--- src/rtl/rhd_emu_pkg.sv ---
// Shared constants, types and ROM contents for the RHD2164 chip emulator.
package rhd_emu_pkg;

    localparam int unsigned WORD_BITS = 16;

    // Opcode field, command bits 15:14.
    localparam logic [1:0] OP_CONVERT = 2'b00;
    localparam logic [1:0] OP_MISC    = 2'b01;
    localparam logic [1:0] OP_WRITE   = 2'b10;
    localparam logic [1:0] OP_READ    = 2'b11;

    localparam logic [WORD_BITS-1:0] CMD_CALIBRATE = 16'h5500;
    localparam logic [WORD_BITS-1:0] CMD_CLEAR     = 16'h6A00;

    // Registers 0..17 are RAM; everything above is ROM or reads as zero.
    localparam logic [5:0] REG_LAST_WRITABLE = 6'd17;
    localparam int unsigned NUM_REGS = 18;

    localparam logic [5:0] ADDR_INTAN_I  = 6'd40;
    localparam logic [5:0] ADDR_INTAN_N1 = 6'd41;
    localparam logic [5:0] ADDR_INTAN_T  = 6'd42;
    localparam logic [5:0] ADDR_INTAN_A  = 6'd43;
    localparam logic [5:0] ADDR_INTAN_N2 = 6'd44;
    localparam logic [5:0] ADDR_MISO_MRK = 6'd59;
    localparam logic [5:0] ADDR_DIE_REV  = 6'd60;
    localparam logic [5:0] ADDR_UNIPOLAR = 6'd61;
    localparam logic [5:0] ADDR_NUM_AMPS = 6'd62;
    localparam logic [5:0] ADDR_CHIP_ID  = 6'd63;

    typedef enum logic [0:0] {StIdle, StShift} state_e;

    // One response word pair: A goes out on SCLK falls, B on SCLK rises.
    typedef struct packed {
        logic [WORD_BITS-1:0] a;
        logic [WORD_BITS-1:0] b;
    } resp_t;

    // ROM lookup: returns {A byte, B byte}; unknown addresses read zero.
    function automatic logic [15:0] rom_read(input logic [5:0] addr, input logic [7:0] chip_id);
        logic [15:0] ab;
        case (addr)
            ADDR_INTAN_I:  ab = 16'h4949;
            ADDR_INTAN_N1: ab = 16'h4E4E;
            ADDR_INTAN_T:  ab = 16'h5454;
            ADDR_INTAN_A:  ab = 16'h4141;
            ADDR_INTAN_N2: ab = 16'h4E4E;
            ADDR_MISO_MRK: ab = 16'h353A;
            ADDR_DIE_REV:  ab = 16'h0101;
            ADDR_UNIPOLAR: ab = 16'h0101;
            ADDR_NUM_AMPS: ab = 16'h4040;
            ADDR_CHIP_ID:  ab = {chip_id, chip_id};
            default:       ab = 16'h0000;
        endcase
        return ab;
    endfunction

endpackage

--- src/rtl/rhd_spi_sync_edge.sv ---
// Two-flop synchronizer with rise/fall detection on the synchronized level.
module rhd_spi_sync_edge (
    input  logic clk,
    input  logic rst,
    input  logic din,
    output logic rise,
    output logic fall
);

    logic meta_q;
    logic sync_q;
    logic prev_q;

    // Resetting to 0 means a pin already low at reset release never shows a fall.
    always_ff @(posedge clk) begin
        if (rst) begin
            meta_q <= 1'b0;
            sync_q <= 1'b0;
            prev_q <= 1'b0;
        end else begin
            meta_q <= din;
            sync_q <= meta_q;
            prev_q <= sync_q;
        end
    end

    assign rise = sync_q & ~prev_q;
    assign fall = ~sync_q & prev_q;

endmodule

--- src/rtl/rhd_chip_emulator.sv ---
// SPI responder emulating one RHD2164: command decode, register file and DDR MISO.
module rhd_chip_emulator
    import rhd_emu_pkg::*;
#(
    parameter logic [15:0] STARTING_SEED = 16'd0,
    parameter logic [7:0]  CHIP_ID       = 8'd4
) (
    input  logic        clk,
    input  logic        rst,
    input  logic        SCLK,
    input  logic        CS,
    input  logic        MOSI,
    output logic        MISO,
    output logic        cmd_valid,
    output logic [15:0] cmd_word,
    output logic [15:0] frame_count,
    output logic        bad_frame
);

    logic sclk_rise, sclk_fall, cs_rise, cs_fall;
    logic mosi_meta, mosi_sync;

    rhd_spi_sync_edge u_sclk_sync (
        .clk  (clk),
        .rst  (rst),
        .din  (SCLK),
        .rise (sclk_rise),
        .fall (sclk_fall)
    );

    rhd_spi_sync_edge u_cs_sync (
        .clk  (clk),
        .rst  (rst),
        .din  (CS),
        .rise (cs_rise),
        .fall (cs_fall)
    );

    // MOSI needs only the level, aligned with the SCLK synchronizer.
    always_ff @(posedge clk) begin
        if (rst) begin
            mosi_meta <= 1'b0;
            mosi_sync <= 1'b0;
        end else begin
            mosi_meta <= MOSI;
            mosi_sync <= mosi_meta;
        end
    end

    state_e state_q, state_d;
    logic   start, shifting, frame_end;

    // State register.
    always_ff @(posedge clk) begin
        if (rst) state_q <= StIdle;
        else     state_q <= state_d;
    end

    // Next state: a frame opens on CS fall and closes on CS rise.
    always_comb begin
        state_d = state_q;
        unique case (state_q)
            StIdle:  if (cs_fall) state_d = StShift;
            StShift: if (cs_rise) state_d = StIdle;
        endcase
    end

    // FSM strobes consumed by the datapath.
    always_comb begin
        start     = (state_q == StIdle) && cs_fall;
        shifting  = (state_q == StShift);
        frame_end = (state_q == StShift) && cs_rise;
    end

    logic [WORD_BITS-1:0] shift_q, shift_next;
    logic [4:0]           bit_cnt_q, cnt_next;
    logic                 do_shift, frame_ok;
    logic [3:0]           a_idx, b_idx;
    resp_t                stage1_q, stage2_q, resp_new;
    logic [7:0]           regs [0:NUM_REGS-1];

    // Next shift/count include an SCLK rise landing in the same cycle as CS rise.
    assign do_shift   = shifting && sclk_rise && (bit_cnt_q < 5'd16);
    assign shift_next = do_shift ? {shift_q[WORD_BITS-2:0], mosi_sync} : shift_q;
    assign cnt_next   = do_shift ? bit_cnt_q + 5'd1 : bit_cnt_q;
    assign frame_ok   = frame_end && (cnt_next == 5'd16);
    assign a_idx      = 4'd15 - bit_cnt_q[3:0];
    assign b_idx      = 4'd0 - cnt_next[3:0];

    logic [1:0]  cmd_op;
    logic [5:0]  cmd_reg;
    logic [4:0]  cmd_chan;
    logic [7:0]  cmd_data;
    logic [15:0] conv_a, rom_ab;
    logic        wr_en, fc_clear, fc_inc;

    assign cmd_op   = shift_next[15:14];
    assign cmd_reg  = shift_next[13:8];
    assign cmd_chan = shift_next[12:8];
    assign cmd_data = shift_next[7:0];

    // Response and side effects of the command completing this cycle.
    always_comb begin
        resp_new = '0;
        wr_en    = 1'b0;
        fc_clear = 1'b0;
        fc_inc   = 1'b0;
        rom_ab   = rom_read(cmd_reg, CHIP_ID);
        conv_a   = STARTING_SEED + {11'd0, cmd_chan} + {frame_count[9:0], 6'd0};
        unique case (cmd_op)
            OP_CONVERT: begin
                resp_new.a = conv_a;
                resp_new.b = conv_a + 16'd32;
                fc_inc     = (cmd_chan == 5'd31);
            end
            OP_MISC: begin
                if (shift_next == CMD_CALIBRATE) begin
                    resp_new.a = 16'h8000;
                    resp_new.b = 16'h8000;
                end
                fc_clear = (shift_next == CMD_CLEAR);
            end
            OP_WRITE: begin
                resp_new.a = {8'hFF, cmd_data};
                resp_new.b = {8'hFF, cmd_data};
                wr_en      = (cmd_reg <= REG_LAST_WRITABLE);
            end
            OP_READ: begin
                if (cmd_reg <= REG_LAST_WRITABLE) begin
                    resp_new.a = {8'h00, regs[cmd_reg[4:0]]};
                    resp_new.b = {8'h00, regs[cmd_reg[4:0]]};
                end else begin
                    resp_new.a = {8'h00, rom_ab[15:8]};
                    resp_new.b = {8'h00, rom_ab[7:0]};
                end
            end
        endcase
    end

    // Register file; a write commits at CS rise so the very next READ sees it.
    always_ff @(posedge clk) begin
        if (rst) begin
            for (int i = 0; i < NUM_REGS; i++) regs[i] <= 8'h00;
        end else if (frame_ok && wr_en) begin
            regs[cmd_reg[4:0]] <= cmd_data;
        end
    end

    // Shifter, MISO driver, two-stage response pipeline and frame bookkeeping.
    always_ff @(posedge clk) begin
        if (rst) begin
            shift_q     <= '0;
            bit_cnt_q   <= '0;
            MISO        <= 1'b0;
            cmd_valid   <= 1'b0;
            bad_frame   <= 1'b0;
            cmd_word    <= '0;
            frame_count <= '0;
            stage1_q    <= '0;
            stage2_q    <= '0;
        end else begin
            cmd_valid <= 1'b0;
            bad_frame <= 1'b0;
            if (start) begin
                shift_q   <= '0;
                bit_cnt_q <= '0;
                MISO      <= stage2_q.a[15];
            end
            if (shifting) begin
                shift_q   <= shift_next;
                bit_cnt_q <= cnt_next;
                if (do_shift) begin
                    MISO <= stage2_q.b[b_idx];
                end else if (sclk_fall && (bit_cnt_q != 5'd0) && (bit_cnt_q < 5'd16)) begin
                    MISO <= stage2_q.a[a_idx];
                end
            end
            if (frame_end) begin
                MISO <= 1'b0;
                if (frame_ok) begin
                    cmd_valid <= 1'b1;
                    cmd_word  <= shift_next;
                    stage1_q  <= resp_new;
                    stage2_q  <= stage1_q;
                    if (fc_clear)    frame_count <= '0;
                    else if (fc_inc) frame_count <= frame_count + 16'd1;
                end else begin
                    bad_frame <= 1'b1;
                end
            end
        end
    end

endmodule

--- config.mk ---
export PLATFORM = sky130hd
export DESIGN_NAME = rhd_chip_emulator
export DESIGN_NICKNAME = d
export VERILOG_FILES = /design/src/rtl/rhd_emu_pkg.sv /design/src/rtl/rhd_spi_sync_edge.sv /design/src/rtl/rhd_chip_emulator.sv
export SDC_FILE = /design/constraint.sdc
export NUM_CORES = 1
export LEC_CHECK = 0
export CORE_MARGIN = 3
export CORE_UTILIZATION = 45
export CTS_BUF_LIST = sky130_fd_sc_hd__clkbuf_8
export CTS_CLUSTER_DIAMETER = 80
export DETAILED_ROUTE_END_ITERATION = 8
export DONT_BUFFER_PORTS = 1
export SYNTH_ARGS = -nofsm -noshare
export SYNTH_HDL_FRONTEND = slang
export SYNTH_HIERARCHICAL = 1
export SYNTH_SLANG_ARGS = --single-unit
export TNS_END_PERCENT = 30
--- constraint.sdc ---
create_clock -name clk -period 5.4 [get_ports clk]
set_input_delay 0.54 -clock clk [delete_from_list [all_inputs] [get_ports clk]]
set_output_delay 0.54 -clock clk [all_outputs]
set_load 0.03 [all_outputs]
Word-level counts from Yosys, hierarchy flattened
Memories as Yosys holds them, arrays and structs flattened.
Cells that the tools add are included.
Widths: inputs -> output; s select.

storage, ports and cells
  bits of input ports = 5
  bits in registers = 129
  RAM bits = 144
  word-level logic and storage cells = 113
  memories = 1

cells by class
  reductions and logical operators = 19
  magnitude comparators = 4
  bitwise gates (word level) = 10
  muxes and demuxes = 36
  add/subtract/negate cells = 6
  eq/ne operators = 17

memories
  memory  words  width  rd ports  clocked after memory_dff  wr ports  line                     text
  regs    18     8      1         0                         18        rhd_chip_emulator.sv:80  logic [7:0] regs [0:NUM_REGS-1];

operator list
  cell                   number
  $pmux 32 s4            1
  $pmux 15 s8            1
  $mux 16                5
  $eq 6x6->1 const B     10
  $eq 16x15->1 const B   2
  $mux 32                1
  $mux 24                1
  $mux 5                 4
  $mux 1                 19
  $add 16x1->16 const B  1
  $add 16x6->16 const B  1
  $add 5x16->16          1
  $eq 5x5->1 const B     2
  $lt 4x5->1 const B     2
  $bmux 1 s4             2
  $logic_and 1x1->1      8
  $mux 8                 1
  $reduce_or 2->1        4
  $reduce_or 8->1        1
  $le 6x5->1 const B     1
  $not 1->1              6
  $add 5x1->5 const B    1
  $lt 5x5->1 const B     1
  $reduce_bool 5->1      1
  other kinds (10)       15

Longest topological paths before layout
Gate-level depths: netlist (run 1).

  depth after elaboration = 13
  mapped depth = 16
  mapped depth without buffers = 10

Cells and area by module
The synthesis (run 1) kept the hierarchy.

by module, submodules not included
  module             area an instance (sq um)  cells each  seq. area each (sq um)  times used
  rhd_chip_emulator  15925.3                   1481        9108.7                  1
  rhd_spi_sync_edge  91.3                      8           60.1                    2

Worst setup path after synthesis (run 1)
Ideal clock, no wire load.

  path type = reg-to-reg
  start point = register u_sclk_sync.sync_q
  end point = memory regs[17][0], enable pin
  arrival = 3.532 ns
  buffers on the path = 7
  setup time = 0.384 ns
  stages on the path, launching flop included = 17
  setup slack = 1.484 ns
  clock period less this slack = 3.916 ns
  cell sequence = dfxtp_1 nor2b_1 and3b_1 buf_6 buf_6 buf_6 buf_2 mux2i_1 ha_1 nand3_1 nor4b_2 and2_1 clkbuf_1 buf_2 buf_2 nand2_1 o21ai_0

RTL lines
  what                    line                     text
  start, declared         rhd_spi_sync_edge.sv:11  logic sync_q;
  start signal, assigned  rhd_spi_sync_edge.sv:22  sync_q <= meta_q;
  end, declared           rhd_chip_emulator.sv:80

==> results of run 1 <==
-- path summary, 6_finish.rpt --
| kind | end | slack [ps] | cells after the start |
|---|---|---|---|
| min reg2reg | u_cs_sync/sync_q | 440 | 1 |
| min | u_sclk_sync/meta_q | 50 | 1 |
| max reg2reg | regs[6][7] | 730 | 9 |
| max | regs[6][7] | 730 | 9 |
-- state kept, by name, summed over array words and instances (netlist names), 5 cells and up --
name and cells:
stage2_q 21, regs 236, shift_q 16, cmd_word 16, bit_cnt_q 5, frame_count 16
stage1_q 21
-- cell usage after synthesis, drive strengths merged, types with 9 or more instances --
| library cell | number | area, µm² |
|---|---|---|
| xnor2 | 19 | 174 |
| o22ai | 9 | 68.8 |
| nor2 | 226 | 866 |
| mux2 | 10 | 116 |
| nand2 | 198 | 743 |
| dfxtp | 107 | 2140 |
| and3 | 14 | 87.6 |
| mux4 | 11 | 248 |
| nand4 | 27 | 240 |
| o211ai | 14 | 105 |
| a2111oi | 20 | 235 |
| buf | 75 | 459 |
| o21ai | 31 | 163 |
| nor3 | 11 | 55.1 |
| o21a | 10 | 75.1 |
| nand3 | 37 | 195 |
| a31oi | 22 | 138 |
| a21oi | 69 | 353 |
| edfxtp | 236 | 7090 |
| inv | 47 | 176 |
| a211oi | 60 | 450 |
| clkbuf | 46 | 173 |
| mux2i | 52 | 521 |
| nor2b | 15 | 93.8 |
-- metal layers --
layer / part of all wire / routed length (µm) / global-route usage / vias up
li1: - / - / - / 5538
met1: 0.41 / 20000 / 0.343 / 5938
met2: 0.44 / 21100 / 0.380 / 608
met3: 0.093 / 4510 / 0.0597 / 161
met4: 0.057 / 2760 / 0.114 / 0
met5: 0 / 0 / 0 / -
-- cells by family after synthesis --
logic type,synth area share
fa+ha+maj,0.00311
mux,0.0549
compound gates,0.138
flops,0.573
other cells,0.000233
xor+xnor,0.0141
buf+inv,0.0504
simple gates,0.166
-- worst max-delay path: cells and delay by family, from the launching register on --
kind | cells | cell delay, ps
fa+ha+maj | 1 | 240
mux | 1 | 330
flops | 1 | 780
simple gates | 7 | 2960
-- repair_timing --
item                                   4_1_cts  5_1_grt
endpoints found under the hold margin       70        0
hold buffers                                 1        0
gates resized for setup                      0        0
-- layout make-up --
cell class	count	area [µm²]	share of cell area
clock buffer	59	812	0.0456
inverter	48	180	0.0101
multi-input combinational	1076	6440	0.362
clock inverter	48	241	0.0136
tap	455	569	0.0320
sequential	343	9230	0.518
timing repair buffer	41	340	0.0191
-- where the power goes --
part / switching [mW] / internal, mW
clock: 1.04 / 1.10
combinational: 0.0796 / 0.0271
sequential: 0.0275 / 2.87
total: 1.15 / 4.00
==> results.ini, run 1 <==
[status]
status = completed

[placement]
dpl_worst_slack_ps = 871
port_buffers = 0
placed_cell_area_mm2 = 0.0167
place_congestion = 1.01
place_inst = 1962
hpwlAfterDp_mm = 31.3

[finish]
final_cell_area_mm2 = 0.0178
area_growth_pct = 10.6
nets = 1577
antenna_cells = 0
final_cell_mix = 236 x edfxtp_1, 223 x nor2_1, 198 x nand2_1
stdcell_count = 2070
fillCellCount = 3177
layout_commonest_cell = edfxtp_1
drive_gt1_frac = 0.107
final_core_util = 0.511

[worst_setup_path]
path_class = flop to flop
path_max_fanout = 20
required_ps = 5680
reg2reg_from = shifting
startpoint_type = flop
cp_cell_sequence = and3b_1 -> mux2i_1 -> ha_1 -> nand3_1 -> nor4b_2 -> nand3_2 -> nor2_2 -> nand4_1 -> nand2_1
arrival_ps = 4960
critPathLaunch = shifting
slowest_stage = dfxtp_1
max_stage_delay_ps = 780
endpoint_kind = flop

[clocking]
post_cts_buffers = 0
cts_tree = yes
clkTransAtPathRegs_ps = 70
cts_buffers = 58
clock_path_buffers = 3
clk_latency_ps = 640
cts_max_level = 2
root_buffer = clkbuf_8
cts.sinks = 343

[timing]
finalCritPeriodShare = 0.866
grt_setup_unrepaired = false
max_freq_mhz = 214
drv_slew = 0
hold_slack_ps = 54.2
setup_slack_ps = 726
clock_skew_ps = 29.4
tightest_slew_ps = 1220
setup_viol = 0
tns_ps = 0
min_period_ps = 4670
hold_violations = 0
maxSlewHeadroom = 0.163

[grt]
first_global_vias = 11500
grt_use_total = 0.250
antenna_found_initial = 0
grt.overflow.total = 0
grt_pass1_wl_mm = 72.5
grt_max_degree = 78

[routing]
firstDrtPassIters = 5
drtIter0Drc = 1392
drt_wl_total_mm = 48.4
avgViaCountPerCell = 5.92
ant_nets = 0
wl_per_cell_um = 23.4
via_count = 12200
drc = 0

[synth]
ys_warn_count = 6
syn_area_mm2 = 0.0161
synth.distinct_cells = 89
ys_seq_elements = 343
syn_area_per_cell_um2 = 10.8
ys_dominant_reg_cell = edfxtp_1
synth-seq-area-share = 0.573
synth-edff-count = 236
ys_async_sr_fraction = 0
synth_cells = 1497

[power]
power_density_mw_per_mm2 = 289
leakage_nw = 6.31
peakVddDrop_mv = 0.174
power_mw = 5.15

[floorplanning]
die_h_um = 195
fp.dieW_um = 195
initial_core_util = 0.462
core_region_area_mm2 = 0.0349
ios = 40
dieArea_mm2 = 0.0381
fp-row-count = 68

[min_path]
worstHoldStart = SCLK
hold_path_class = primary input to flop

[flow_run]
maxCapViolCount = 0

Power figures use the tool's default switching activity.
==> run 2: changes to the inputs <==
CORE_ASPECT_RATIO = 0.9   (was not set)
RECOVER_POWER = 50   (was not set)
==> results.ini, run 2 (synthesis results as in run 1) <==
[status]
status = finished, violations left
violations = max-capacitance violations, max-slew violations

[worst_setup_path]
path_max_fanout = 35  ; +75%
critPathLaunch = shifting
reg2reg_slack_ps = 500  ; -230 ps
cp-endpoint = stage1_q[23]
endpoint_kind = flop
r2r_end = stage1_q[23]
startpoint_type = flop
reg2reg_from = shifting
arrival_ps = 5460  ; +500 ps
r2r_cells = 10  ; +1
required_ps = 5950  ; +270 ps
path_class = flop to flop

[placement]
dpl_worst_slack_ps = 982  ; +111 ps
hpwlAfterDp_mm = 31.8  ; +1.5%
port_buffers = 0  ; unchanged
place_congestion = 0.936  ; -7.5%

[timing]
max_freq_mhz = 204  ; -4.7%
tns_ps = 0  ; unchanged
hold_violations = 0  ; unchanged
tightest_slew_ps = 3190  ; +1970 ps
clock_skew_ps = 31.4  ; +1.93 ps
maxSlewHeadroom = -1.13  ; -1.29
drv_slew = 92  ; +92
setup_viol = 0  ; unchanged
setup_slack_ps = 497  ; -228 ps
grt_setup_unrepaired = false
min_period_ps = 4900  ; +228 ps
finalCritPeriodShare = 0.908  ; +0.0423

[power]
leakage_nw = 6.32  ; about the same
seq_power_share = 0.531  ; -0.032
peakVddDrop_mv = 0.197  ; +13%
swShare = 0.216  ; -0.00676
internal-power_mw = 4.28  ; +6.9%
power_density_mw_per_mm2 = 305  ; +5.6%
comb_power_share = 0.019  ; -0.002
switchingPower_mw = 1.18  ; +2.7%
p_clk_frac = 0.449  ; +0.033

[finish]
nets = 1572  ; -0.32%
reg_top3 = regs (236), stage1_q (21), stage2_q (21)
largest_reg_flops = 236  ; unchanged
largest-register = regs
final_cell_mix = 236 x edfxtp_1, 223 x nor2_1, 198 x nand2_1
antenna_cells = 0  ; unchanged
fillCellCount = 3202  ; +0.79%
drive_gt1_frac = 0.104  ; -0.00290
area_growth_pct = 11.0
layout_commonest_cell = edfxtp_1

[flow_run]
maxCapViolCount = 2  ; +2

[clocking]
cts.sinks = 343  ; unchanged
cts_buffers = 58  ; unchanged
clk_latency_ps = 630  ; about the same
postCtsResizedCells = 0  ; unchanged
clkTransAtPathRegs_ps = 60  ; about the same
clock_path_buffers = 3  ; unchanged
cts_tree = yes
root_buffer = clkbuf_8
cts_max_level = 2  ; unchanged
post_cts_buffers = 0  ; unchanged

[grt]
grt.overflow.total = 0  ; unchanged
first_global_vias = 11300  ; -1.1%
grt_pass1_wl_mm = 71.9  ; -0.85%
antenna_found_initial = 2  ; +2
grt_use_total = 0.251  ; +0.000404
grt_max_degree = 80  ; +2.6%

[floorplanning]
dieArea_mm2 = 0.0381  ; about the same
initial_core_util = 0.457  ; -0.00435
die_h_um = 185  ; -5.0%
ios = 40  ; unchanged
fp.dieW_um = 205  ; +5.2%
core_region_area_mm2 = 0.0352  ; +0.95%
fp-row-count = 65  ; -4.4%

[routing]
ant_nets = 0  ; unchanged
firstDrtPassIters = 6  ; +1
avgViaCountPerCell = 5.86  ; -0.96%
drt_wl_total_mm = 48.0  ; -0.79%
wl_per_cell_um = 23.1  ; -1.3%
via_count = 12200  ; -0.43%
drc = 0  ; unchanged
drtIter0Drc = 1565  ; +12%

[min_path]
hold_path_class = primary input to flop

## run 2: stage by stage
step	hold slack, ps	std cells	power [mW]	cell area (µm²)	util
CTS	15.3	2081	5.50	18000	0.511
global placement	420	1971	3.04	16700	0.475
global route	30.1	2081	5.63	17900	0.508
floorplan	414	1588	3.02	16400	-
detailed placement	432	1971	3.05	16700	0.475
finish	47.8	2081	5.46	17900	0.508
## run 2: worst min path at each step
| stage | start | to | slack [ps] | cells after the start |
|---|---|---|---|---|
| after floorplan | mosi_meta | mosi_sync | 410 | 1 |
| after global placement | u_cs_sync/meta_q | u_cs_sync/sync_q | 420 | 1 |
| after detailed placement | u_cs_sync/meta_q | u_cs_sync/sync_q | 430 | 1 |
| after CTS | CS | u_cs_sync/meta_q | 20 | 1 |
| after global routing | CS | u_cs_sync/meta_q | 30 | 1 |
| final | CS | u_cs_sync/meta_q | 50 | 1 |
## run 2: critical path, stage by stage, from the launching register on
cell and delay (ps):
dfxtp_1 490, clkbuf_1 470, nand3b_4 510, buf_4 450
a21oi_1 1290, clkbuf_2 570, nand2_1 180, and3_1 190
o21ai_0 290, nand4_1 180, a31oi_1 180
## run 2: area by class of cell
class	instances	area [µm²]	area share
clock inverter	38	268	0.0150
tap	469	587	0.0328
timing repair buffer	36	255	0.0143
sequential	343	9230	0.516
multi-input combinational	1076	6390	0.357
clock buffer	71	977	0.0546
inverter	48	180	0.0101
## run 2: power by group through the flow
stage	Sequential, mW	Combinational, mW	Clock [mW]
CTS	2.90	0.106	2.50
floorplan	2.94	0.0774	0
global route	2.90	0.118	2.61
global placement	2.95	0.0933	0
detailed placement	2.95	0.0947	0
finish	2.90	0.106	2.45
## run 2: layer usage
metal  vias to the layer above  GRT usage  part of all wire
met5                         -          0           0.00027
met4                         2     0.0672             0.023
met3                        94     0.0532             0.095
met2                       602      0.370              0.43
met1                      5956      0.376              0.45
li1                       5538          -                 -
## run 2: timing repair
item / in CTS / in global routing
hold buffers: 1 / 0
endpoints found under the hold margin: 70 / 0
endpoints found under the setup margin: 0 / 0
